`config.mk`:
```
export PLATFORM = sky130hd
export DESIGN_NAME = led_cmd_regfile
export DESIGN_NICKNAME = d
export VERILOG_FILES = /design/src/rtl/led_ctrl_pkg.sv /design/src/rtl/sync_edge.sv /design/src/rtl/led_cmd_regfile.sv
export SDC_FILE = /design/constraint.sdc
export NUM_CORES = 1
export LEC_CHECK = 0
export CAP_MARGIN = 20
export CORE_MARGIN = 2
export CORE_UTILIZATION = 47
export CTS_CLUSTER_DIAMETER = 200
export CTS_CLUSTER_SIZE = 25
export DETAILED_ROUTE_END_ITERATION = 7
export PLACE_DENSITY_LB_ADDON = 0.05
export RECOVER_POWER = 25
export SLEW_MARGIN = 25
export SYNTH_ARGS = -nofsm -noshare
export SYNTH_HDL_FRONTEND = slang
export SYNTH_SLANG_ARGS = --single-unit
export TNS_END_PERCENT = 100
```
`constraint.sdc`:
```
create_clock -name i_clk -period 1.9 [get_ports i_clk]
set_clock_uncertainty 0.15 [all_clocks]
set_input_delay 0.38 -clock i_clk [delete_from_list [all_inputs] [get_ports i_clk]]
set_output_delay 0.38 -clock i_clk [all_outputs]
set_load 0.05 [all_outputs]
```
`src/rtl/led_ctrl_pkg.sv`:
```
// Shared constants and command classification for the LED command register file.
package led_ctrl_pkg;

  localparam int unsigned CMD_W         = 7;
  localparam int unsigned ADDR_W        = 5;
  localparam int unsigned ADDR_LSB      = 0;
  localparam int unsigned BIT_ACTIVE    = 5;
  localparam int unsigned BIT_PATTERN   = 6;
  localparam logic [4:0]  ADDR_BROADCAST = 5'd31;

  localparam int unsigned DEF_BLINK_DIV = 500000;
  localparam int unsigned BLINK_CNT_W   = 24;

  typedef enum logic [1:0] {
    CmdNone,
    CmdLed,
    CmdBcast,
    CmdErr
  } cmd_kind_e;

  // Broadcast wins over the range check so a 32-LED build still broadcasts on 31.
  function automatic cmd_kind_e cmd_classify(input logic              rise,
                                             input logic [ADDR_W-1:0] addr,
                                             input int unsigned       n_leds);
    cmd_kind_e kind;
    kind = CmdNone;
    if (rise) begin
      if (addr == ADDR_BROADCAST) begin
        kind = CmdBcast;
      end else if (32'(addr) < n_leds) begin
        kind = CmdLed;
      end else begin
        kind = CmdErr;
      end
    end
    return kind;
  endfunction

endpackage

```
`src/rtl/sync_edge.sv`:
```
// Three-flop synchroniser for an asynchronous strobe; reports the synchronised
// level and a one-cycle pulse on its rising edge.
module sync_edge (
  input  logic i_clk,
  input  logic i_rst_n,
  input  logic i_d,
  output logic o_level,
  output logic o_rise
);

  logic r_s1;
  logic r_s2;
  logic r_s3;

  // Synchroniser chain; s3 only serves edge detection.
  always_ff @(posedge i_clk or negedge i_rst_n) begin
    if (!i_rst_n) begin
      r_s1 <= 1'b0;
      r_s2 <= 1'b0;
      r_s3 <= 1'b0;
    end else begin
      r_s1 <= i_d;
      r_s2 <= r_s1;
      r_s3 <= r_s2;
    end
  end

  assign o_level = r_s2;
  assign o_rise  = r_s2 & ~r_s3;

endmodule

```
`src/rtl/led_cmd_regfile.sv`:
```
// LED command register file: decodes latched command words into per-LED active
// and pattern bits and drives LED = (pattern & pattern_signal) | active.
module led_cmd_regfile #(
  parameter int unsigned N_LEDS        = 16,
  parameter int unsigned CMD_W         = led_ctrl_pkg::CMD_W,
  parameter int unsigned BLINK_DIV     = led_ctrl_pkg::DEF_BLINK_DIV,
  parameter bit          USE_INT_BLINK = 1'b0
) (
  input  logic              i_clk,
  input  logic              i_rst_n,
  input  logic              i_latch,
  input  logic [CMD_W-1:0]  i_word,
  input  logic              i_pattern,
  output logic [N_LEDS-1:0] o_led,
  output logic              o_cmd_ack,
  output logic              o_cmd_err
);

  import led_ctrl_pkg::*;

  logic              w_latch_level;
  logic              w_latch_rise;
  logic [ADDR_W-1:0] w_addr;
  logic              w_a;
  logic              w_p;
  cmd_kind_e         w_kind;
  logic              w_pattern_sig;

  logic [N_LEDS-1:0] r_active;
  logic [N_LEDS-1:0] r_pattern;
  logic [N_LEDS-1:0] r_led;
  logic              r_ack;
  logic              r_err;

  logic [N_LEDS-1:0] w_active_d;
  logic [N_LEDS-1:0] w_pattern_d;
  logic              w_ack_d;
  logic              w_err_d;

  sync_edge u_latch_sync (
    .i_clk   (i_clk),
    .i_rst_n (i_rst_n),
    .i_d     (i_latch),
    .o_level (w_latch_level),
    .o_rise  (w_latch_rise)
  );

  assign w_addr = i_word[ADDR_LSB +: ADDR_W];
  assign w_a    = i_word[BIT_ACTIVE];
  assign w_p    = i_word[BIT_PATTERN];
  assign w_kind = cmd_classify(w_latch_rise & w_latch_level, w_addr, N_LEDS);

  // Next-state decode of the active/pattern registers and the ack/err pulses.
  always_comb begin
    w_active_d  = r_active;
    w_pattern_d = r_pattern;
    w_ack_d     = 1'b0;
    w_err_d     = 1'b0;
    unique case (w_kind)
      CmdLed: begin
        for (int i = 0; i < int'(N_LEDS); i++) begin
          if (w_addr == ADDR_W'(i)) begin
            w_active_d[i]  = w_a;
            w_pattern_d[i] = w_p;
          end
        end
        w_ack_d = 1'b1;
      end
      CmdBcast: begin
        w_active_d  = {N_LEDS{w_a}};
        w_pattern_d = {N_LEDS{w_p}};
        w_ack_d     = 1'b1;
      end
      CmdErr: begin
        w_err_d = 1'b1;
      end
      default: begin
      end
    endcase
  end

  // State registers and one-cycle command status pulses.
  always_ff @(posedge i_clk or negedge i_rst_n) begin
    if (!i_rst_n) begin
      r_active  <= '0;
      r_pattern <= '0;
      r_ack     <= 1'b0;
      r_err     <= 1'b0;
    end else begin
      r_active  <= w_active_d;
      r_pattern <= w_pattern_d;
      r_ack     <= w_ack_d;
      r_err     <= w_err_d;
    end
  end

  if (USE_INT_BLINK) begin : g_blink
    localparam logic [BLINK_CNT_W-1:0] BlinkLast = BLINK_CNT_W'(BLINK_DIV - 1);

    logic [BLINK_CNT_W-1:0] r_blink_cnt;
    logic                   r_blink_phase;

    // Free-running half-period counter; phase flips on each wrap.
    always_ff @(posedge i_clk or negedge i_rst_n) begin
      if (!i_rst_n) begin
        r_blink_cnt   <= '0;
        r_blink_phase <= 1'b0;
      end else if (r_blink_cnt == BlinkLast) begin
        r_blink_cnt   <= '0;
        r_blink_phase <= ~r_blink_phase;
      end else begin
        r_blink_cnt   <= r_blink_cnt + 1'b1;
      end
    end

    assign w_pattern_sig = r_blink_phase;
  end else begin : g_pat_pin
    logic r_pat_s1;
    logic r_pat_s2;

    // Two-flop synchroniser for the external pattern pin.
    always_ff @(posedge i_clk or negedge i_rst_n) begin
      if (!i_rst_n) begin
        r_pat_s1 <= 1'b0;
        r_pat_s2 <= 1'b0;
      end else begin
        r_pat_s1 <= i_pattern;
        r_pat_s2 <= r_pat_s1;
      end
    end

    assign w_pattern_sig = r_pat_s2;
  end

  // Registered LED drive; active overrides the pattern gate.
  always_ff @(posedge i_clk or negedge i_rst_n) begin
    if (!i_rst_n) begin
      r_led <= '0;
    end else begin
      r_led <= (r_pattern & {N_LEDS{w_pattern_sig}}) | r_active;
    end
  end

  assign o_led     = r_led;
  assign o_cmd_ack = r_ack;
  assign o_cmd_err = r_err;

endmodule

```
==> metrics.md, run 1 <==
| Metric | Value |
|---|---|
| GR Util All Layers | `20.7%` |
| Post-synth EDFFs | `0` |
| Pre-CTS setup slack | `-0.875 ns` |
| TritonCTS clock tree | `yes` |
| Synth async-reset ratio | `100%` |
| Fillers | `304` |
| Vias/cell | `5.45` |
| Die area | `5130 um2` |
| Final slew viol count | `0` |
| Antenna violations before repair | `0` |
| I/O Buffers | `28` |
| Hold path cells | `0` |
| Vias in the first global route | `1591` |
| Placed Cells | `235` |
| Slowest-stage cell, CP | `dfrtp_1` |
| Failing checks | `negative setup slack` |
| Die Wd | `71.6 um` |
| Worst R2R Setup Slack | `-0.16 ns` |
| Final std cells w/o fill | `260` |
| FF/Latch Area | `1380 um2` |
| Ant. Diodes | `0` |
| Crit Path Max Fanout | `9` |
| Cts bufs inserted | `5` |
| RSZ-0062 raised after global routing | `yes` |
| P&R area growth vs syn | `44.2%` |
| First-pass DRT Iterations | `4` |
| First-pass GRT wire length | `8000 um` |
| CP Buf/Inv Count | `3` |
| Clk_lat worst skew | `0.31 ns` |
| DRC viols | `0` |
| Mapped Avg Cell Area | `14.4 um2` |
| Largest net degree at the start of global routing | `56` |
| Final Cell Area | `3100 um2` |
| Cell with the most instances after synthesis | `dfrtp_1` |
| Rows | `24` |
| Setup-failing EPs final | `32` |
| Crit Path Category | `flop to flop` |
| Top cell family by delay on the critical path | `flip-flops` |
| Final ANT Viol Nets | `0` |
| Worst path required time | `1.94 ns` |
| RePlAce Congestion | `0.733` |
| Dpl cell area | `2540 um2` |
| Synth cell count leaders | `dfrtp_1, mux2_2, a21o_1, a21oi_1` |
| IR drop worst, VDD | `0.606 mV` |
| Yosys cell types | `18` |
| CTS Sinks | `55` |
| Final min period | `2.06 ns` |
| # Max-Cap Violations | `0` |
| Fraction of layout cells with a size suffix above 1 | `54.3%` |
| Dominant synthesized flop cell | `dfrtp_1` |
| Initial Util | `49.0%` |
| Final period utilization | `108%` |
| Setup ws final | `-0.158 ns` |
| # IOs | `29` |
| Critical Path AT | `2.10 ns` |
| Hold_ws | `0.205 ns` |
| Area of the multi-input gates | `1090 um2` |
| Die Y | `71.6 um` |
| Synth Net Count | `163` |
| Final #Nets | `222` |
| Crit path cell chain | `nor2b_4 -> o21ai_2 -> buf_4 -> buf_6 -> ha_4 -> nor2b_4 -> buf_12 -> a21oi_4 -> mux2_4` |
| Initial DRC count | `87` |
| Total length of routed wires | `4640 um` |
| Final hold vios | `0` |
| Register-to-Register Path Depth | `9` |
| Min-Delay Startpoint | `u_latch_sync.r_s1` |
| PwrDens | `1050 nW/um2` |
| Cell taking the most area after synthesis | `dfrtp_1` |
| Run status | `finished with violations` |
| Min-delay worst type | `flop to flop` |
| Setup TNS | `-3.41 ns` |
| Crit. End Element | `flop` |
| LEAKAGE | `1.48 nW` |
| Core ar. | `4380 um2` |
| Mapped Cells | `149` |
| Slew headroom | `52.3%` |
| R2R Path End | `r_pattern[4]` |
| F_max | `0.486 GHz` |
| Synth top area cells | `dfrtp_1, mux2_2, a21o_1, a21oi_1, ha_1` |
| Worst slew pin tran | `0.715 ns` |
| Detailed Place HPWL | `2520 um` |
| Grt total ovfl | `0` |
| Synthesized flop and latch total | `55` |
| Ys Warns | `0` |
| Synth top area share | `64.1%` |
| Vias post-DR | `1416` |
| Worst R2R Start | `u_latch_sync.r_s3` |
| Maximum root-to-sink buffer count | `2` |
| Most numerous cell on the critical path | `nor2b_4` |
| Htree depth | `2` |
| Mapped Area | `2150 um2` |
| Clk pin slew, worst setup/hold paths | `0.09 ns` |
| Type of origin of the critical path | `flop` |
| DR WL/cell | `17.8 um` |
| Clock Tree Root | `clkbuf_8` |
| Sequential element share of the synthesized area | `64.1%` |
| Worst hold endpoint | `u_latch_sync.o_level` |
| Crit-path max cell delay | `0.40 ns` |
[stage by stage]
step,util (%),power (W)
finish,70.6,0.00326
global route,70.6,0.00341
CTS,70.2,0.00327
detailed placement,58.0,0.00249
global placement,58.0,0.00246
floorplan,-,0.00218
[registers in the layout, summed over array words and instances, names as in the netlist]
| signal | flops |
|---|---|
| u_latch_sync.r_s3 | 1 |
| g_pat_pin.r_pat_s2 | 1 |
| o_cmd_err | 1 |
| r_pattern | 16 |
| u_latch_sync.o_level | 1 |
| u_latch_sync.r_s1 | 1 |
| o_cmd_ack | 1 |
| o_led | 16 |
| r_active | 16 |
| g_pat_pin.r_pat_s1 | 1 |
[timing repair]
item,in CTS,in global routing
hold buffers,1,0
setup endpoints to repair,32,33
hold endpoints to repair,55,0
setup buffers,18,2
pin swaps,15,1
gates resized for setup,73,6
[report_power, final]
| group | switching [W] | total (W) | internal, W |
|---|---|---|---|
| Clock | 0.000355 | 0.000641 | 0.000287 |
| Sequential | 0.000131 | 0.00158 | 0.00145 |
| Combinational | 0.000573 | 0.00104 | 0.000472 |
[worst register-to-register path: cells and delay by family, from the launching register on]
kind | cells | cell delay, ns
multiplexers | 1 | 0.32
AO/OA/AOI/OAI | 2 | 0.25
flip-flops | 1 | 0.40
adder cells (fa/ha/maj) | 1 | 0.17
AND/OR/NAND/NOR | 2 | 0.26
buffers and inverters | 3 | 0.40
[per-layer routing]
| layer | up-vias | GRT usage [%] | wire [um] |
|---|---|---|---|
| li1 | 642 | - | - |
| met4 | 0 | 7.34 | 95 |
| met5 | - | 0 | 0 |
| met3 | 13 | 5.34 | 157 |
| met1 | 732 | 24.3 | 1900 |
| met2 | 29 | 36.7 | 2490 |
[placed cells by master, fill, tap and decap left out]
| master | synthesis | layout |
|---|---|---|
| a21o_1 | 16 | 16 |
| a21oi_4 | 0 | 9 |
| and4bb_4 | 0 | 2 |
| buf_12 | 0 | 1 |
| buf_2 | 0 | 1 |
| buf_4 | 0 | 41 |
| buf_6 | 0 | 3 |
| clkbuf_4 | 0 | 1 |
| clkbuf_8 | 0 | 6 |
| clkdlybuf4s50_1 | 0 | 2 |
| clkinv_2 | 0 | 1 |
| dfrtp_1 | 55 | 55 |
| dlygate4sd2_1 | 0 | 5 |
| dlygate4sd3_1 | 0 | 3 |
| ha_4 | 0 | 3 |
| inv_1 | 3 | 2 |
| inv_2 | 0 | 1 |
| mux2_2 | 32 | 5 |
| mux2_4 | 0 | 27 |
| nand2_1 | 2 | 1 |
| nand2_2 | 0 | 1 |
| nand2b_1 | 5 | 4 |
| nand2b_4 | 0 | 1 |
| nand3_2 | 0 | 1 |
| nand4b_1 | 2 | 2 |
| nor2_1 | 1 | 1 |
| nor2b_1 | 4 | 2 |
| nor2b_4 | 0 | 2 |
| nor4b_4 | 0 | 1 |
| o21ai_2 | 0 | 1 |
| o21ai_4 | 0 | 5 |
| o31a_1 | 2 | 2 |
[cells by family after synthesis]
kind of cell,synth area share [%]
flip-flops,64.1
AO/OA/AOI/OAI,9.91
AND/OR/NAND/NOR,6.06
adder cells (fa/ha/maj),1.75
multiplexers,16.8
buffers and inverters,1.40
[area by class of cell]
class                      count  area share [%]
clock buffer                   6            2.67
clock inverter                 1           0.162
inverter                       3           0.364
multi-input combinational     86            35.1
sequential                    55            44.5
tap                           52            2.10
timing repair buffer          57            15.1
[worst max path at each step]
stage                     depth (start not counted)  slack [ns]           end            startpoint
after detailed placement                          8       -0.87  r_pattern[4]             i_word[4]
final                                             9       -0.16  r_pattern[4]     u_latch_sync.r_s3
after global routing                              9       -0.21  r_pattern[9]  u_latch_sync.o_level
after floorplan                                   7       0.006  r_active[10]             i_word[4]
after CTS                                         9       -0.11   r_active[9]     u_latch_sync.r_s3
after global placement                            8       -0.83  r_pattern[4]             i_word[3]
(Power assumes the default switching activity.)
==> inputs of run 2 (changes only) <==
- GPL_ROUTABILITY_DRIVEN: default -> 0
==> results of run 2 <==
No change in the layout: final DEF, timing and power equal those of run 1.
==> inputs of run 3 (changes only) <==
- CTS_CLUSTER_SIZE: 25 -> default
- DONT_BUFFER_PORTS: default -> 1
==> metrics.md, run 3 (synthesis gave the netlist of run 1 again) <==
| Metric | Value |
|---|---|
| Initial DRC count | `41` |
| First-pass DRT Iterations | `4` |
| Type of origin of the critical path | `flop` |
| Ant. Diodes | `0` |
| F_max | `0.497 GHz` |
| # IOs | `29` |
| DR WL/cell | `18.3 um` |
| Antenna violations before repair | `0` |
| Crit-path max cell delay | `0.40 ns` |
| Clk pin slew, worst setup/hold paths | `0.08 ns` |
| Run status | `finished with violations` |
| LEAKAGE | `1.24 nW` |
| Clk_lat worst skew | `0.30 ns` |
| Die area | `5130 um2` |
| Setup-failing EPs final | `32` |
| Switching part of the total | `31.9%` |
| Clock Power Share | `22.1%` |
| Rows | `24` |
| Final slew viol count | `0` |
| Most frequent cells in the layout | `dfrtp_1, mux2_4, a21o_1, mux2_2` |
| Htree depth | `2` |
| DRC viols | `0` |
| Crit. End Element | `flop` |
| I/O Buffers | `0` |
| Die Y | `71.6 um` |
| Crit path cell chain | `nor2b_4 -> o21ai_2 -> inv_2 -> ha_4 -> buf_6 -> nand4b_1 -> o21ai_1 -> mux2_2` |
| Final min period | `2.01 ns` |
| Core ar. | `4380 um2` |
| Initial Util | `49.0%` |
| Grt total ovfl | `0` |
| Die Wd | `71.6 um` |
| Top cell family by delay on the critical path | `flip-flops` |
| FF/Latch Area | `1380 um2` |
| IR drop worst, VDD | `0.549 mV` |
| Sequential share of power | `63.8%` |
| Fraction of layout cells with a size suffix above 1 | `43.1%` |
| Setup TNS | `-2.16 ns` |
| Worst slew pin tran | `0.729 ns` |
| Crit Path Max Fanout | `4` |
| Vias post-DR | `1217` |
| Pint | `0.00206 W` |
| Final hold vios | `0` |
| Critical Path AT | `2.05 ns` |
| RSZ-0062 raised after global routing | `yes` |
| CP Buf/Inv Count | `2` |
| Final #Nets | `180` |
| Clock Tree Root | `clkbuf_8` |
| Pre-CTS setup slack | `-0.367 ns` |
| Worst path required time | `1.94 ns` |
| Logic pwr share | `14.1%` |
| Crit Path Category | `flop to flop` |
| NetSw | `0.000966 W` |
| P&R area growth vs syn | `23.8%` |
| Commonest non-fill, non-tap cell in the layout | `dfrtp_1` |
| Setup ws final | `-0.112 ns` |
| Min-delay worst type | `input pin to flop` |
| Vias in the first global route | `1365` |
| Total length of routed wires | `4010 um` |
| PwrDens | `1140 nW/um2` |
| Largest net degree at the start of global routing | `56` |
| First-pass GRT wire length | `6580 um` |
| Cts bufs inserted | `5` |
| CTS Sinks | `55` |
| TritonCTS clock tree | `yes` |
| Area of the multi-input gates | `966 um2` |
| # Max-Cap Violations | `0` |
| Slowest-stage cell, CP | `dfrtp_1` |
| Slew headroom | `51.4%` |
| Fillers | `358` |
| Detailed Place HPWL | `2390 um` |
| Failing checks | `negative setup slack` |
| Final ANT Viol Nets | `0` |
| Maximum root-to-sink buffer count | `2` |
| GR Util All Layers | `17.1%` |
| Final period utilization | `106%` |
| Vias/cell | `5.56` |
-- run 3: through the flow --
step | cell area [um2] | hold WS (ns) | instances | power, W | util [%]
after floorplan | 2170 | -0.0656 | 149 | 0.00218 | -
after CTS | 2580 | 0.0633 | 217 | 0.00303 | 58.8
after detailed placement | 2260 | -0.0646 | 201 | 0.00226 | 51.5
after global routing | 2660 | 0.0558 | 219 | 0.00318 | 60.6
after global placement | 2260 | -0.0644 | 201 | 0.00224 | 51.5
final | 2660 | 0.0740 | 219 | 0.00303 | 60.6
-- run 3: what timing repair did --
action                                  CTS  global route
endpoints found under the setup margin   32            32
resized for setup                        31            19
endpoints found under the hold margin    57             0
hold buffers                              4             0
setup buffers                             4             2
pin swaps                                 9             5
-- run 3: worst register-to-register path, cell delays in order (launching register included) --
cell and delay, ns:
dfrtp_1 0.40, nor2b_4 0.14, o21ai_2 0.08, inv_2 0.08
ha_4 0.15, buf_6 0.09, nand4b_1 0.17, o21ai_1 0.27
mux2_2 0.37
-- run 3: metal layers --
layer	routed length [um]	global-route usage [%]
met3	167	4.92
met4	95	7.34
met5	0	0
met2	2020	28.6
met1	1730	20.6
-- run 3: area by class of cell --
class | instances | share of cell area, %
Sequential cell | 55 | 51.8
Multi-Input combinational cell | 86 | 36.3
Timing Repair Buffer | 15 | 5.27
Clock buffer | 8 | 3.76
Tap cell | 52 | 2.45
Inverter | 3 | 0.424
-- run 3: final timing paths --
kind,cells past startpoint,from,slack [ns],endpoint
setup / recovery,8,u_latch_sync.r_s3,-0.11,r_active[15]
hold / removal,1,i_word[5],0.07,r_active[7]
setup reg to reg,8,u_latch_sync.r_s3,-0.11,r_active[15]
hold reg to reg,0,u_latch_sync.r_s1,0.20,u_latch_sync.o_level
max in group asynchronous,2,i_rst_n,0.56,o_led[2]
min in group asynchronous,2,i_rst_n,0.55,r_active[3]
-- run 3: power groups by stage --
stage	Sequential, W	Clock (W)	Combinational [W]
floorplan	0.00191	0	0.000272
global placement	0.00194	0	0.000294
detailed placement	0.00195	0	0.000306
CTS	0.00193	0.000697	0.000397
global route	0.00197	0.000744	0.000473
finish	0.00193	0.000669	0.000428
